[config.mk]
export PLATFORM = sky130hd
export DESIGN_NAME = enemy_spawn_scheduler_flat
export DESIGN_NICKNAME = d
export VERILOG_FILES = /design/src/rtl/enemy_spawn_scheduler_pkg.sv /design/src/rtl/enemy_spawn_scheduler_if.sv /design/src/rtl/enemy_spawn_scheduler_rom.sv /design/src/rtl/enemy_spawn_scheduler.sv /design/src/flat_wrapper.sv
export SDC_FILE = /design/constraint.sdc
export NUM_CORES = 1
export LEC_CHECK = 0
export CAP_MARGIN = 20
export CORE_ASPECT_RATIO = 0.5
export CORE_UTILIZATION = 44
export DETAILED_ROUTE_END_ITERATION = 8
export PLACE_DENSITY = 0.77
export RECOVER_POWER = 50
export SETUP_SLACK_MARGIN = 0.3
export SLEW_MARGIN = 40
export SYNTH_ARGS = -nofsm -noshare
export SYNTH_HDL_FRONTEND = slang
export SYNTH_SLANG_ARGS = --single-unit
[constraint.sdc]
create_clock -name clk -period 2.2 [get_ports clk]
set_clock_uncertainty 0.15 [all_clocks]
set_input_delay 0.44 -clock clk [delete_from_list [all_inputs] [get_ports clk]]
set_output_delay 0.44 -clock clk [all_outputs]
set_load 0.005 [all_outputs]
[src/rtl/enemy_spawn_scheduler_pkg.sv]
// Shared enemy definitions: kind codes, scheduler FSM encoding and
// the spawn-table record layout.
package enemy_pkg;

  localparam int XW             = 11;
  localparam int VIEW_W_DEFAULT = 640;

  localparam logic KIND_GOOMBA = 1'b0;
  localparam logic KIND_TURTLE = 1'b1;

  localparam logic [1:0] ST_FETCH = 2'd0;
  localparam logic [1:0] ST_CMP   = 2'd1;
  localparam logic [1:0] ST_DONE  = 2'd2;

  typedef struct packed {
    logic [XW-1:0] x;
    logic          kind;
  } spawn_entry_t;

endpackage

[src/rtl/enemy_spawn_scheduler_if.sv]
// Bus between scroll/collision logic (master) and the spawn scheduler (slave).
interface enemy_spawn_scheduler_if
  import enemy_pkg::*;
#(
  parameter int N_SLOTS = 4,
  parameter int N_SPAWN = 8
);
  localparam int SW = (N_SLOTS > 1) ? $clog2(N_SLOTS) : 1;
  localparam int IW = $clog2(N_SPAWN) + 1;

  logic                  level_restart;
  logic [XW-1:0]         scroll_x;
  logic                  hit_valid;
  logic [SW-1:0]         hit_slot;
  logic                  hit_kind;
  logic [N_SLOTS-1:0]    despawn;
  logic [N_SLOTS-1:0]    show;
  logic [N_SLOTS-1:0]    collapsion_impulse;
  logic [N_SLOTS-1:0]    press_impulse;
  logic [N_SLOTS-1:0]    slot_kind;
  logic [N_SLOTS*XW-1:0] slot_x;
  logic [IW-1:0]         next_idx;
  logic                  done;

  modport master (
    output level_restart, scroll_x, hit_valid, hit_slot, hit_kind, despawn,
    input  show, collapsion_impulse, press_impulse, slot_kind, slot_x,
           next_idx, done
  );

  modport slave (
    input  level_restart, scroll_x, hit_valid, hit_slot, hit_kind, despawn,
    output show, collapsion_impulse, press_impulse, slot_kind, slot_x,
           next_idx, done
  );

endinterface

[src/rtl/enemy_spawn_scheduler_rom.sv]
// Level spawn table, sorted ascending by world x, with one-cycle registered read.
module spawn_rom
  import enemy_pkg::*;
#(
  parameter int N_SPAWN = 8,
  parameter int AW      = $clog2(N_SPAWN)
) (
  input  logic         clk,
  input  logic [AW-1:0] i_addr,
  output spawn_entry_t o_entry
);

  function automatic spawn_entry_t rom_lookup(input logic [AW-1:0] a);
    spawn_entry_t e;
    e = '{x: 11'd2047, kind: KIND_GOOMBA};
    case (int'(a))
      0:       e = '{x: 11'd500,  kind: KIND_TURTLE};
      1:       e = '{x: 11'd900,  kind: KIND_GOOMBA};
      2:       e = '{x: 11'd1000, kind: KIND_TURTLE};
      3:       e = '{x: 11'd1100, kind: KIND_GOOMBA};
      4:       e = '{x: 11'd1200, kind: KIND_TURTLE};
      5:       e = '{x: 11'd1500, kind: KIND_GOOMBA};
      6:       e = '{x: 11'd1700, kind: KIND_TURTLE};
      7:       e = '{x: 11'd2000, kind: KIND_GOOMBA};
      default: e = '{x: 11'd2047, kind: KIND_GOOMBA};
    endcase
    return e;
  endfunction

  always_ff @(posedge clk) begin
    o_entry <= rom_lookup(i_addr);
  end

endmodule

[src/rtl/enemy_spawn_scheduler.sv]
// Walks the spawn table as the camera advances, allocates the lowest free
// enemy slot per entry, and turns collision hits into one-cycle impulses.
module enemy_spawn_scheduler
  import enemy_pkg::*;
#(
  parameter int N_SLOTS = 4,
  parameter int N_SPAWN = 8,
  parameter int VIEW_W  = VIEW_W_DEFAULT
) (
  input  logic                    clk,
  input  logic                    rstn,
  enemy_spawn_scheduler_if.slave  bus
);

  localparam int SW = (N_SLOTS > 1) ? $clog2(N_SLOTS) : 1;
  localparam int IW = $clog2(N_SPAWN) + 1;
  localparam int AW = IW - 1;

  logic [1:0]         r_state;
  logic [IW-1:0]      r_next_idx;
  logic               r_done;
  logic [N_SLOTS-1:0] r_show;
  logic [N_SLOTS-1:0] r_press;
  logic [N_SLOTS-1:0] r_collapse;
  logic [N_SLOTS-1:0] r_slot_kind;
  logic [XW-1:0]      r_slot_x [N_SLOTS];

  spawn_entry_t       w_rom_entry;
  logic [XW:0]        w_view_limit;
  logic               w_due;
  logic               w_free_any;
  logic [SW-1:0]      w_free_idx;
  logic               w_spawn;
  logic [N_SLOTS-1:0] w_spawn_mask;
  logic               w_hit_ok;
  logic               w_last_entry;

  spawn_rom #(.N_SPAWN(N_SPAWN), .AW(AW)) u_rom (
    .clk     (clk),
    .i_addr  (r_next_idx[AW-1:0]),
    .o_entry (w_rom_entry)
  );

  // One extra bit keeps scroll_x + VIEW_W from wrapping near the level end.
  assign w_view_limit = {1'b0, bus.scroll_x} + (XW+1)'(VIEW_W);
  assign w_due        = ({1'b0, w_rom_entry.x} <= w_view_limit);

  always_comb begin
    w_free_any = 1'b0;
    w_free_idx = '0;
    for (int i = N_SLOTS - 1; i >= 0; i--) begin
      if (!r_show[i]) begin
        w_free_any = 1'b1;
        w_free_idx = SW'(i);
      end
    end
  end

  assign w_spawn      = (r_state == ST_CMP) && w_due && w_free_any;
  assign w_spawn_mask = w_spawn ? (N_SLOTS'(1) << w_free_idx) : '0;
  assign w_last_entry = ((r_next_idx + IW'(1)) == IW'(N_SPAWN));
  // A despawn on the addressed slot in the same cycle cancels the hit.
  assign w_hit_ok     = bus.hit_valid && r_show[bus.hit_slot] && !bus.despawn[bus.hit_slot];

  always_ff @(posedge clk or negedge rstn) begin
    if (!rstn) begin
      r_state    <= ST_FETCH;
      r_next_idx <= '0;
      r_done     <= 1'b0;
    end else if (bus.level_restart) begin
      r_state    <= ST_FETCH;
      r_next_idx <= '0;
      r_done     <= 1'b0;
    end else begin
      case (r_state)
        ST_FETCH: r_state <= ST_CMP;
        ST_CMP: begin
          if (w_spawn) begin
            r_next_idx <= r_next_idx + IW'(1);
            if (w_last_entry) begin
              r_state <= ST_DONE;
              r_done  <= 1'b1;
            end else begin
              r_state <= ST_FETCH;
            end
          end
        end
        ST_DONE:  r_done  <= 1'b1;
        default:  r_state <= ST_FETCH;
      endcase
    end
  end

  always_ff @(posedge clk or negedge rstn) begin
    if (!rstn) begin
      r_show      <= '0;
      r_press     <= '0;
      r_collapse  <= '0;
      r_slot_kind <= '0;
      for (int i = 0; i < N_SLOTS; i++) r_slot_x[i] <= '0;
    end else if (bus.level_restart) begin
      r_show      <= '0;
      r_press     <= '0;
      r_collapse  <= '0;
      r_slot_kind <= '0;
      for (int i = 0; i < N_SLOTS; i++) r_slot_x[i] <= '0;
    end else begin
      r_show     <= (r_show & ~bus.despawn) | w_spawn_mask;
      r_press    <= '0;
      r_collapse <= '0;
      if (w_hit_ok) begin
        if (bus.hit_kind) r_press[bus.hit_slot]    <= 1'b1;
        else              r_collapse[bus.hit_slot] <= 1'b1;
      end
      if (w_spawn) begin
        r_slot_kind[w_free_idx] <= w_rom_entry.kind;
        r_slot_x[w_free_idx]    <= w_rom_entry.x;
      end
    end
  end

  assign bus.show               = r_show;
  assign bus.press_impulse      = r_press;
  assign bus.collapsion_impulse = r_collapse;
  assign bus.slot_kind          = r_slot_kind;
  assign bus.next_idx           = r_next_idx;
  assign bus.done               = r_done;

  generate
    for (genvar gi = 0; gi < N_SLOTS; gi++) begin : g_slot_x
      assign bus.slot_x[gi*XW +: XW] = r_slot_x[gi];
    end
  endgenerate

endmodule

[src/flat_wrapper.sv]
// flat-port wrapper written by rule: the top's interface ports become plain ports
module enemy_spawn_scheduler_flat import enemy_pkg::*;
#(
  parameter int N_SLOTS = 4,
  parameter int N_SPAWN = 8,
  parameter int VIEW_W  = VIEW_W_DEFAULT
)
  (clk, rstn, bus_level_restart, bus_scroll_x, bus_hit_valid, bus_hit_slot, bus_hit_kind, bus_despawn, bus_show, bus_collapsion_impulse, bus_press_impulse, bus_slot_kind, bus_slot_x, bus_next_idx, bus_done);
  enemy_spawn_scheduler_if #(.N_SLOTS(N_SLOTS), .N_SPAWN(N_SPAWN)) bus_i ();
  input  logic clk;
  input  logic rstn;
  input wire logic [$bits(bus_i.level_restart)-1:0] bus_level_restart;
  input wire logic [$bits(bus_i.scroll_x)-1:0] bus_scroll_x;
  input wire logic [$bits(bus_i.hit_valid)-1:0] bus_hit_valid;
  input wire logic [$bits(bus_i.hit_slot)-1:0] bus_hit_slot;
  input wire logic [$bits(bus_i.hit_kind)-1:0] bus_hit_kind;
  input wire logic [$bits(bus_i.despawn)-1:0] bus_despawn;
  output wire logic [$bits(bus_i.show)-1:0] bus_show;
  output wire logic [$bits(bus_i.collapsion_impulse)-1:0] bus_collapsion_impulse;
  output wire logic [$bits(bus_i.press_impulse)-1:0] bus_press_impulse;
  output wire logic [$bits(bus_i.slot_kind)-1:0] bus_slot_kind;
  output wire logic [$bits(bus_i.slot_x)-1:0] bus_slot_x;
  output wire logic [$bits(bus_i.next_idx)-1:0] bus_next_idx;
  output wire logic [$bits(bus_i.done)-1:0] bus_done;
  assign bus_i.level_restart = bus_level_restart;
  assign bus_i.scroll_x = bus_scroll_x;
  assign bus_i.hit_valid = bus_hit_valid;
  assign bus_i.hit_slot = bus_hit_slot;
  assign bus_i.hit_kind = bus_hit_kind;
  assign bus_i.despawn = bus_despawn;
  assign bus_show = bus_i.show;
  assign bus_collapsion_impulse = bus_i.collapsion_impulse;
  assign bus_press_impulse = bus_i.press_impulse;
  assign bus_slot_kind = bus_i.slot_kind;
  assign bus_slot_x = bus_i.slot_x;
  assign bus_next_idx = bus_i.next_idx;
  assign bus_done = bus_i.done;
  enemy_spawn_scheduler #(.N_SLOTS(N_SLOTS), .N_SPAWN(N_SPAWN), .VIEW_W(VIEW_W)) u_core (.clk(clk), .rstn(rstn), .bus(bus_i));
endmodule
==> out/qor.txt <==
Status: finished, violations left
Failing checks: setup timing
Period Utilization, post-route: 109%
Post-detail-place hpwl: 5020 um
M1 WL: 3650 um
P_leak: 2.31 nW
Clk slew on worst S/H paths: 0.05 ns
Routed wl met3: 342 um
I/O Pins: 87
Nets: 434
Area of the die: 7590 um^2
Hold slack final: 0.319 ns
Worst-Skew Late Latency: 0.33 ns
Critical-path cell list: ha_4 > nand4_1 > or4_4 > o21ai_4 > nand4_1 > buf_4 > buf_12 > mux2i_1
Max VDD drop: 404 uV
Num CTS Buffers: 9
Fin crit period: 2.40 ns
Critical path's largest stage delay: 0.47 ns
FP Rows: 21
Post-synth top flop: dfrtp_1
First-pass DRT Iterations: 4
Core footprint: 6830 um^2
Data arrival, critical path: 2.49 ns
Slowest CP cell: or4_4
Number of global-route vias before repair: 2333
Cells after DPL: 461
DR vias/cell: 5.02
Biggest area consumer among synthesized cells: dfrtp_1
Flops & latches, synth: 64
Clk buf depth: 2
Cell area after synthesis: 3180 um^2
DR iter-0 viols: 113
Setup total negative slack: -6.68 ns
Data required, critical path: 2.29 ns
Slew @ Worst Pin: 0.759 ns
Place WS: -0.935 ns
Die X: 122 um
Max cap viols: 0
Max Used Layer: met4
Synth top area cells: dfrtp_1 43%, mux2i_1 12%, nand2b_1 11%
DR DRC count: 0
Top cell type's share of synthesized area: 43.3%
DR WL met2: 3890 um
CP delay by family, top: simple AND/OR/NAND/NOR gates
Post-Syn Instances: 288
Final core occ: 71.4%
Antenna-violating nets left: 0
Final setup fails: 46
CP Capture Type: flip-flop
Synthesized area per cell: 11.0 um^2
Unique masters post-synth: 37
Port Buf Inserts: 78
Largest net degree at the start of global routing: 56
ANT cells: 0
CP max FO: 8
GR Overflow Total: 0
Area delta synth->final: 53.4%
Crit path top cell by count: nand4_1
Tot GR Track Use: 21.3%
Layout cells sized above 1: 26.9%
Via count: 2480
Rel. slew slack: 49.4%
PD cells: 738 nW/um^2
Initial antenna violation count: 0
H-tree Lvls: 3
GP Congestion: 0.773
Final WS setup: -0.203 ns
Max Clk Rate: 416 MHz
Drt wl/cell: 16.2 um
Worst Setup Start Kind: flip-flop
Root buffer cell: clkbuf_16
CTS tree: done
Worst path buffer plus inverter count: 2
Post-synthesis sequential area ratio: 49.0%
DRT Wirelength: 8020 um
Hold Fails Final Rpt: 0
Ys async rst share: 85.9%
Hold Path Class: in2reg
Post-synth EDFFs: 0
First-pass GRT wire length: 11700 um
RSZ-0062 raised after global routing: yes
Die span in y: 62.1 um
CP Class: reg2reg
Fin cells: 494
Initial Utilization: 46.5%
Slew Viols, Final: 0
Synth warn: 0
Total clock sinks: 64
==> placed cells by master (no fill, tap or decap), types with 4 or more instances in the layout <==
cell type	instances
clkbuf_16	11
buf_12	5
clkdlybuf4s50_1	62
dfxtp_1	5
inv_1	5
nand2b_1	50
buf_4	21
buf_6	7
nand2b_4	4
ha_4	5
clkbuf_8	4
dlymetal6s2s_1	7
ha_1	9
mux2i_1	36
nand3_1	4
a21oi_1	5
conb_1	8
dfrtp_1	51
o21ai_0	4
dfrtp_2	4
nand2_1	8
nor3_1	4
nor2_1	15
buf_2	5
==> report_power, final <==
group          switching (mW)  internal, mW  total (mW)
Clock                   0.493         0.998        1.49
Combinational           0.341         0.423       0.764
Sequential             0.0816          1.26        1.34
==> timing repair <==
item	4_1_cts	5_1_grt
gates cloned	0	2
hold buffers	1	0
pin swaps	11	14
setup buffers	7	7
resized for setup	41	36
hold endpoints to repair	55	0
endpoints found under the setup margin	55	58
==> registers in the layout, indices dropped and copies added, names as in the netlist <==
signal,flops
u_core.bus.slot_x,36
u_core.u_rom.o_entry,9
u_core.bus.collapsion_impulse,4
u_core.bus.next_idx,4
u_core.bus.press_impulse,4
u_core.bus.show,4
u_core.r_state,2
u_core.bus.done,1
==> layout make-up <==
type,count,area [um^2]
sequential,64,1570
clock buffer,14,284
multi-input combinational,197,1650
fill,427,1960
clock inverter,2,35.0
tap,92,115
inverter,9,53.8
timing repair buffer,116,1170
==> cell usage after synthesis, types with 4 or more instances <==
cell / instances
o21ai_0: 4
a21oi_1: 8
dfrtp_1: 55
nor2_1: 17
nand2b_1: 54
mux2i_1: 37
ha_1: 15
inv_1: 9
buf_4: 15
clkbuf_1: 8
nor3_1: 7
dfxtp_1: 9
nand3_1: 6
nand2_1: 9
==> cells by family after synthesis <==
kind of cell / share of synthesized area (%)
other: 0.118
and+or+nand+nor: 19.4
muxes: 14.0
buffers and inverters: 6.26
DFF: 49.0
xor gates and xnor gates: 0.827
AOI/OAI and AO/OA: 4.49
adders and majority gates: 5.91
==> path summary, 6_finish.rpt <==
check                                        startpoint                                to  slack [ns]  depth (start not counted)
worst min-delay path                    bus_hit_slot[1]  u_core.bus.collapsion_impulse[0]        0.32                          3
worst max register to register  u_core.u_rom.o_entry[7]             u_core.bus.slot_x[17]       -0.20                          8
max in group asynchronous                          rstn            u_core.bus.next_idx[2]        0.67                          3
min in group asynchronous                          rstn             u_core.bus.slot_x[16]        0.69                          3
worst min register to register        u_core.r_state[1]                 u_core.r_state[0]        0.38                          1
worst max-delay path            u_core.u_rom.o_entry[7]             u_core.bus.slot_x[17]       -0.20                          8
==> routing by layer <==
metal  vias up  GRT usage (%)
met5         -              0
met4         0           10.5
met3        13           6.48
met2        73           34.2
met1      1217           26.9
li1       1177              -
==> per-stage QoR <==
| stage | total power [mW] | area, um^2 |
|---|---|---|
| after CTS | 3.50 | 4670 |
| after floorplan | 1.66 | 3300 |
| after detailed placement | 1.96 | 4240 |
| after global placement | 1.93 | 4240 |
| final | 3.60 | 4870 |
| after global routing | 3.74 | 4870 |
==> worst reg2reg max path: stages, from the launching register on <==
cell	delay (ns)
dfxtp_4	0.35
ha_4	0.27
nand4_1	0.13
or4_4	0.48
o21ai_4	0.29
nand4_1	0.14
buf_4	0.19
buf_12	0.14
mux2i_1	0.19
Power figures use the tool's default switching activity.
